===== config.mk =====
export PLATFORM = sky130hd
export DESIGN_NAME = uart_tx_sched
export DESIGN_NICKNAME = d
export VERILOG_FILES = /design/src/rtl/uart_pkg.sv /design/src/rtl/shift_fifo.sv /design/src/rtl/uart_tx_sched.sv
export SDC_FILE = /design/constraint.sdc
export NUM_CORES = 1
export LEC_CHECK = 0
export CAP_MARGIN = 20
export CORE_MARGIN = 5
export CORE_UTILIZATION = 50
export DETAILED_ROUTE_END_ITERATION = 8
export PLACE_DENSITY = 0.8
export SLEW_MARGIN = 20
export SYNTH_ARGS = -nofsm -noshare
export SYNTH_HDL_FRONTEND = slang
export SYNTH_SLANG_ARGS = --single-unit

===== constraint.sdc =====
create_clock -name clk -period 2.2 [get_ports clk]
set_clock_uncertainty 0.1 [all_clocks]
set_input_delay 0.44 -clock clk [delete_from_list [all_inputs] [get_ports clk]]
set_output_delay 0.44 -clock clk [all_outputs]
set_load 0.02 [all_outputs]

===== src/rtl/uart_pkg.sv =====
// Shared types and constants for the UART transmit/receive path and display.
package uart_pkg;

    localparam int unsigned UART_BUF_DEPTH = 4;

    typedef logic [7:0] uart_byte_t;

    typedef enum logic [1:0] {
        IDLE      = 2'd0,
        ISSUE     = 2'd1,
        WAIT_DONE = 2'd2
    } tx_sched_state_e;

endpackage


===== src/rtl/shift_fifo.sv =====
// Shift-register FIFO: entry 0 is the head, pop shifts down, load writes at count.
module shift_fifo
    import uart_pkg::*;
#(
    parameter int unsigned DEPTH  = UART_BUF_DEPTH,
    parameter int unsigned DATA_W = 8,
    localparam int unsigned CNT_W = $clog2(DEPTH) + 1
) (
    input  logic                    clk,
    input  logic                    rst_n,
    input  logic                    push,
    input  logic [DATA_W-1:0]       push_data,
    input  logic                    pop,
    output logic [CNT_W-1:0]        count,
    output logic                    full,
    output logic                    empty,
    output logic                    overflow,
    output logic [DATA_W-1:0]       head,
    output logic [DEPTH*DATA_W-1:0] snap
);

    logic [DATA_W-1:0] mem     [DEPTH];
    logic [DATA_W-1:0] mem_nxt [DEPTH];
    logic [CNT_W-1:0]  count_nxt;
    logic              overflow_nxt;

    // Pop-then-write ordering lets a load land in the slot freed by the same-cycle pop.
    always_comb begin
        mem_nxt      = mem;
        count_nxt    = count;
        overflow_nxt = 1'b0;
        if (pop && !empty) begin
            for (int i = 0; i < int'(DEPTH) - 1; i++) begin
                mem_nxt[i] = mem[i+1];
            end
            mem_nxt[DEPTH-1] = '0;
            if (push) begin
                for (int i = 0; i < int'(DEPTH); i++) begin
                    if (CNT_W'(i) + CNT_W'(1) == count) mem_nxt[i] = push_data;
                end
            end else begin
                count_nxt = count - CNT_W'(1);
            end
        end else if (push) begin
            if (full) begin
                overflow_nxt = 1'b1;
            end else begin
                for (int i = 0; i < int'(DEPTH); i++) begin
                    if (CNT_W'(i) == count) mem_nxt[i] = push_data;
                end
                count_nxt = count + CNT_W'(1);
            end
        end
    end

    always_ff @(posedge clk or negedge rst_n) begin
        if (!rst_n) begin
            for (int i = 0; i < int'(DEPTH); i++) mem[i] <= '0;
            count    <= '0;
            full     <= 1'b0;
            empty    <= 1'b1;
            overflow <= 1'b0;
        end else begin
            mem      <= mem_nxt;
            count    <= count_nxt;
            full     <= (count_nxt == CNT_W'(DEPTH));
            empty    <= (count_nxt == '0);
            overflow <= overflow_nxt;
        end
    end

    assign head = mem[0];

    for (genvar g = 0; g < int'(DEPTH); g++) begin : g_snap
        assign snap[g*DATA_W +: DATA_W] = mem[g];
    end

endmodule


===== src/rtl/uart_tx_sched.sv =====
// Transmit scheduler: buffers switch bytes and feeds the byte transmitter via start/done.
module uart_tx_sched
    import uart_pkg::*;
#(
    parameter int unsigned DEPTH  = UART_BUF_DEPTH,
    parameter int unsigned DATA_W = 8,
    localparam int unsigned CNT_W = $clog2(DEPTH) + 1
) (
    input  logic                    clk,
    input  logic                    rst_n,
    input  logic                    load_i,
    input  logic [DATA_W-1:0]       load_data_i,
    input  logic                    send_one_i,
    input  logic                    send_all_i,
    output logic                    tx_start_o,
    output logic [DATA_W-1:0]       tx_data_o,
    input  logic                    tx_busy_i,
    input  logic                    tx_done_i,
    output logic [CNT_W-1:0]        count_o,
    output logic                    full_o,
    output logic                    empty_o,
    output logic                    overflow_o,
    output logic                    sending_o,
    output logic [DEPTH*DATA_W-1:0] snap_o
);

    localparam logic [1:0] ST_IDLE      = 2'(IDLE);
    localparam logic [1:0] ST_ISSUE     = 2'(ISSUE);
    localparam logic [1:0] ST_WAIT_DONE = 2'(WAIT_DONE);

    logic [1:0]        state, state_nxt;
    logic              burst, burst_nxt;
    logic              start_nxt;
    logic [DATA_W-1:0] data_nxt;
    logic              pop;
    logic [DATA_W-1:0] head;

    shift_fifo #(.DEPTH(DEPTH), .DATA_W(DATA_W)) u_fifo (
        .clk       (clk),
        .rst_n     (rst_n),
        .push      (load_i),
        .push_data (load_data_i),
        .pop       (pop),
        .count     (count_o),
        .full      (full_o),
        .empty     (empty_o),
        .overflow  (overflow_o),
        .head      (head),
        .snap      (snap_o)
    );

    // Start pulse and data are registered on entry to ISSUE so they appear during ISSUE.
    always_comb begin
        state_nxt = state;
        burst_nxt = burst;
        start_nxt = 1'b0;
        data_nxt  = tx_data_o;
        pop       = 1'b0;
        case (state)
            ST_IDLE: begin
                if ((send_one_i || send_all_i) && !empty_o && !tx_busy_i) begin
                    state_nxt = ST_ISSUE;
                    burst_nxt = send_all_i;
                    start_nxt = 1'b1;
                    data_nxt  = head;
                end
            end
            ST_ISSUE: begin
                pop       = 1'b1;
                burst_nxt = burst | send_all_i;
                state_nxt = ST_WAIT_DONE;
            end
            ST_WAIT_DONE: begin
                burst_nxt = burst | send_all_i;
                if (tx_done_i) begin
                    if (burst_nxt && !empty_o) begin
                        state_nxt = ST_ISSUE;
                        start_nxt = 1'b1;
                        data_nxt  = head;
                    end else begin
                        state_nxt = ST_IDLE;
                        burst_nxt = 1'b0;
                    end
                end
            end
            default: begin
                state_nxt = ST_IDLE;
                burst_nxt = 1'b0;
            end
        endcase
    end

    always_ff @(posedge clk or negedge rst_n) begin
        if (!rst_n) begin
            state      <= ST_IDLE;
            burst      <= 1'b0;
            tx_start_o <= 1'b0;
            tx_data_o  <= '0;
            sending_o  <= 1'b0;
        end else begin
            state      <= state_nxt;
            burst      <= burst_nxt;
            tx_start_o <= start_nxt;
            tx_data_o  <= data_nxt;
            sending_o  <= (state_nxt != ST_IDLE);
        end
    end

endmodule


==> impl_metrics.ini <==
[floorplan]
core_area_um2 = 5110
die_y_um = 82.7
start_util = 0.518
die-area_um2 = 6840
num_rows = 26
io_pins = 63
die_x_um = 82.7

[drt]
drt_pre_antenna_iters = 6
routed_wl_um = 6810
ant_nets = 0
vias_per_cell = 5.87
drc = 0
drt_iter0_markers = 174
post_drt_wl_per_cell_um = 17.1
num_vias = 2341

[sta]
slew_viol_final = 0
max_freq_ghz = 0.474
hold_viol_final = 2
setup_violations = 0
rsz0062_at_grt = no
period_share = 0.958
slew_headroom = 0.637
fin_crit_ns = 2.11
worst_hold_slack_ns = -0.00427
tightest_slew_ns = 0.539

[yosys]
synth_top_cell_area_share = 0.473
syn_inst = 254
synthArstFlopShare = 1.00
synth-seq-cells = 51
synthesis.area_um2 = 2640
synth_edf_count = 0
yosys_warnings = 0
postSynthAreaPerCell_um2 = 10.4
synth_area_leaders = dfrtp_1 (47%), o22ai_1 (6.6%), mux2i_1 (6.4%)
synth_flop_cell = dfrtp_1
yosysUniqueCellTypes = 42
synth_nets = 275
seq_area_frac_synth = 0.483
yosys.area.top_type = dfrtp_1

[global_routing]
use_met1 = 0.281
grt.met3_usage = 0.0477
grt_pass1_vias = 2324
grt_pass1_wl_um = 11100
antenna_found_initial = 0
met2_usage = 0.345
gr-max-usage-layer = met2
overflow = 0
gr-usage-all-layers = 0.213
grt_max_degree = 25

[place]
io_buffers = 62
dp_hpwl_um = 5180
gp_congestion = 0.827
place_inst = 391

[power]
power_uw = 5910
vdd_drop_max_v = 0.000768
power_density_nw_per_um2 = 1670
power.leakage_uw = 0.00150

[cells_and_area]
fillers = 394
instances_no_fill = 399
fin_nets = 349
diodes = 0
area_growth_pct = 33.8
drive_gt1_frac = 0.152

[run_status]
status = finished, violations left
violations = negative hold slack

[clock_network]
cts_buffer_depth = 2
cts.clk_slew.worst_paths_ns = 0.10
htreeDepth = 2
clock_sink_count = 51
clk_latency_ns = 0.31
cts_root_buf = clkbuf_8
hold_buffers = 0
post_cts_buffers = 0
cts_tree = done
cts_inserted_buffers = 5

[critical_path]
critPathMaxFanout = 7
endpoint_kind = primary output
crit_type = register to primary output
path_cells = clkdlybuf4s50_1
start_kind = register
critPathSlowestCell = dfstp_2
cp_num_buf_inv = 1
cpPeakStageDelay_ns = 0.63
crit_family = flip-flops
critPathArrivalTime_ns = 1.57
cp.required_ns = 1.66

[worst_hold_path]
hold_path.class = input port to asynchronous set/reset pin

[run]
cap_violations = 0
-- final timing paths --
check                                startpoint         endpoint  slack, ns  cells after the start
worst max register to register  u_fifo.count[0]   u_fifo.snap[9]       0.18                      7
worst max-delay path               u_fifo.empty          empty_o       0.09                      1
worst min-delay path                      rst_n      u_fifo.full     -0.004                      1
worst min register to register     tx_data_o[2]     tx_data_o[2]       0.41                      1
min in group clk                   tx_data_o[2]     tx_data_o[2]       0.41                      1
max in group asynchronous                 rst_n  u_fifo.snap[11]       1.39                      2
-- metrics by stage --
stage               area, um^2  setup slack, ns  utilization  hold WS (ns)  setup TNS [ns]
floorplan                 2640            0.218            -        0.0444               0
global placement          3430          -0.0411        0.672         0.352          -0.322
detailed placement        3430          -0.0836        0.672         0.356          -0.626
CTS                       3530           0.0877        0.691        0.0158               0
global route              3540           0.0237        0.693        0.0388               0
finish                    3540           0.0917        0.693      -0.00427               0
-- logic make-up after synthesis --
family / share of synthesized area
compound gates: 0.236
flops: 0.483
simple gates: 0.0876
buf+inv: 0.0506
mux: 0.111
fa+ha+maj: 0.0284
xor+xnor: 0.00331
-- layout make-up --
class	count	area (um^2)	area share
clock buffers	5	68.8	0.0195
clock inverters	3	28.8	0.00814
inverters	16	60.1	0.0170
multi-input cells	174	1240	0.350
flip-flops and latches	51	1280	0.361
well taps	70	87.6	0.0248
repair buffers	80	776	0.219
-- sequential cells by signal, indices dropped and copies added, names as in the netlist --
signal           cells
sending_o            1
u_fifo.head          8
tx_start_o           1
u_fifo.empty         1
u_fifo.full          1
state                2
tx_data_o            8
u_fifo.overflow      1
burst                1
u_fifo.count         3
u_fifo.snap         24
-- power by group --
| part | total (uW) | switching, uW | internal [uW] | leakage, uW |
|---|---|---|---|---|
| logic | 3470 | 1760 | 1710 | 0.000838 |
| clock network | 578 | 342 | 236 | 0.0000502 |
| registers | 1860 | 463 | 1400 | 0.000608 |
-- synthesized netlist by cell type (2+ instances only) --
cell type and instances:
a21oi_1 33, a21oi_2 2, a221o_1 7, a22o_1 8
buf_2 5, buf_6 2, clkbuf_1 4, dfrtp_1 50
ha_1 6, inv_1 16, mux2_2 11, mux2i_1 17
nand2_1 20, nand2b_1 3, nand3_1 4, nor2_1 8
nor3_1 2, o21ai_0 3, o22ai_1 28, o31ai_1 2
or2_2 2
-- cells in the final DEF (no fill, tap or decap), drive strengths merged, types with 3 or more instances in the layout --
| cell | n |
|---|---|
| nor2 | 8 |
| nand2b | 3 |
| mux2i | 17 |
| ha | 6 |
| buf | 19 |
| clkbuf | 5 |
| nand3 | 4 |
| mux2 | 11 |
| dfrtp | 50 |
| a21oi | 36 |
| a22o | 8 |
| inv | 17 |
| nand2 | 21 |
| o22ai | 28 |
| clkdlybuf4s50 | 61 |
| o21ai | 4 |
| a221o | 7 |
-- per-layer routing --
layer	wire [um]	part of all wire
met5	0	0
met1	2930	0.43
met4	102	0.015
met2	3360	0.49
met3	416	0.061
-- timing repair --
| action | in CTS | in global routing |
|---|---|---|
| resized for setup | 0 | 1 |
| hold endpoints to repair | 0 | 0 |
| setup endpoints to repair | 0 | 7 |
No activity file was read; power rests on OpenSTA's default activity.
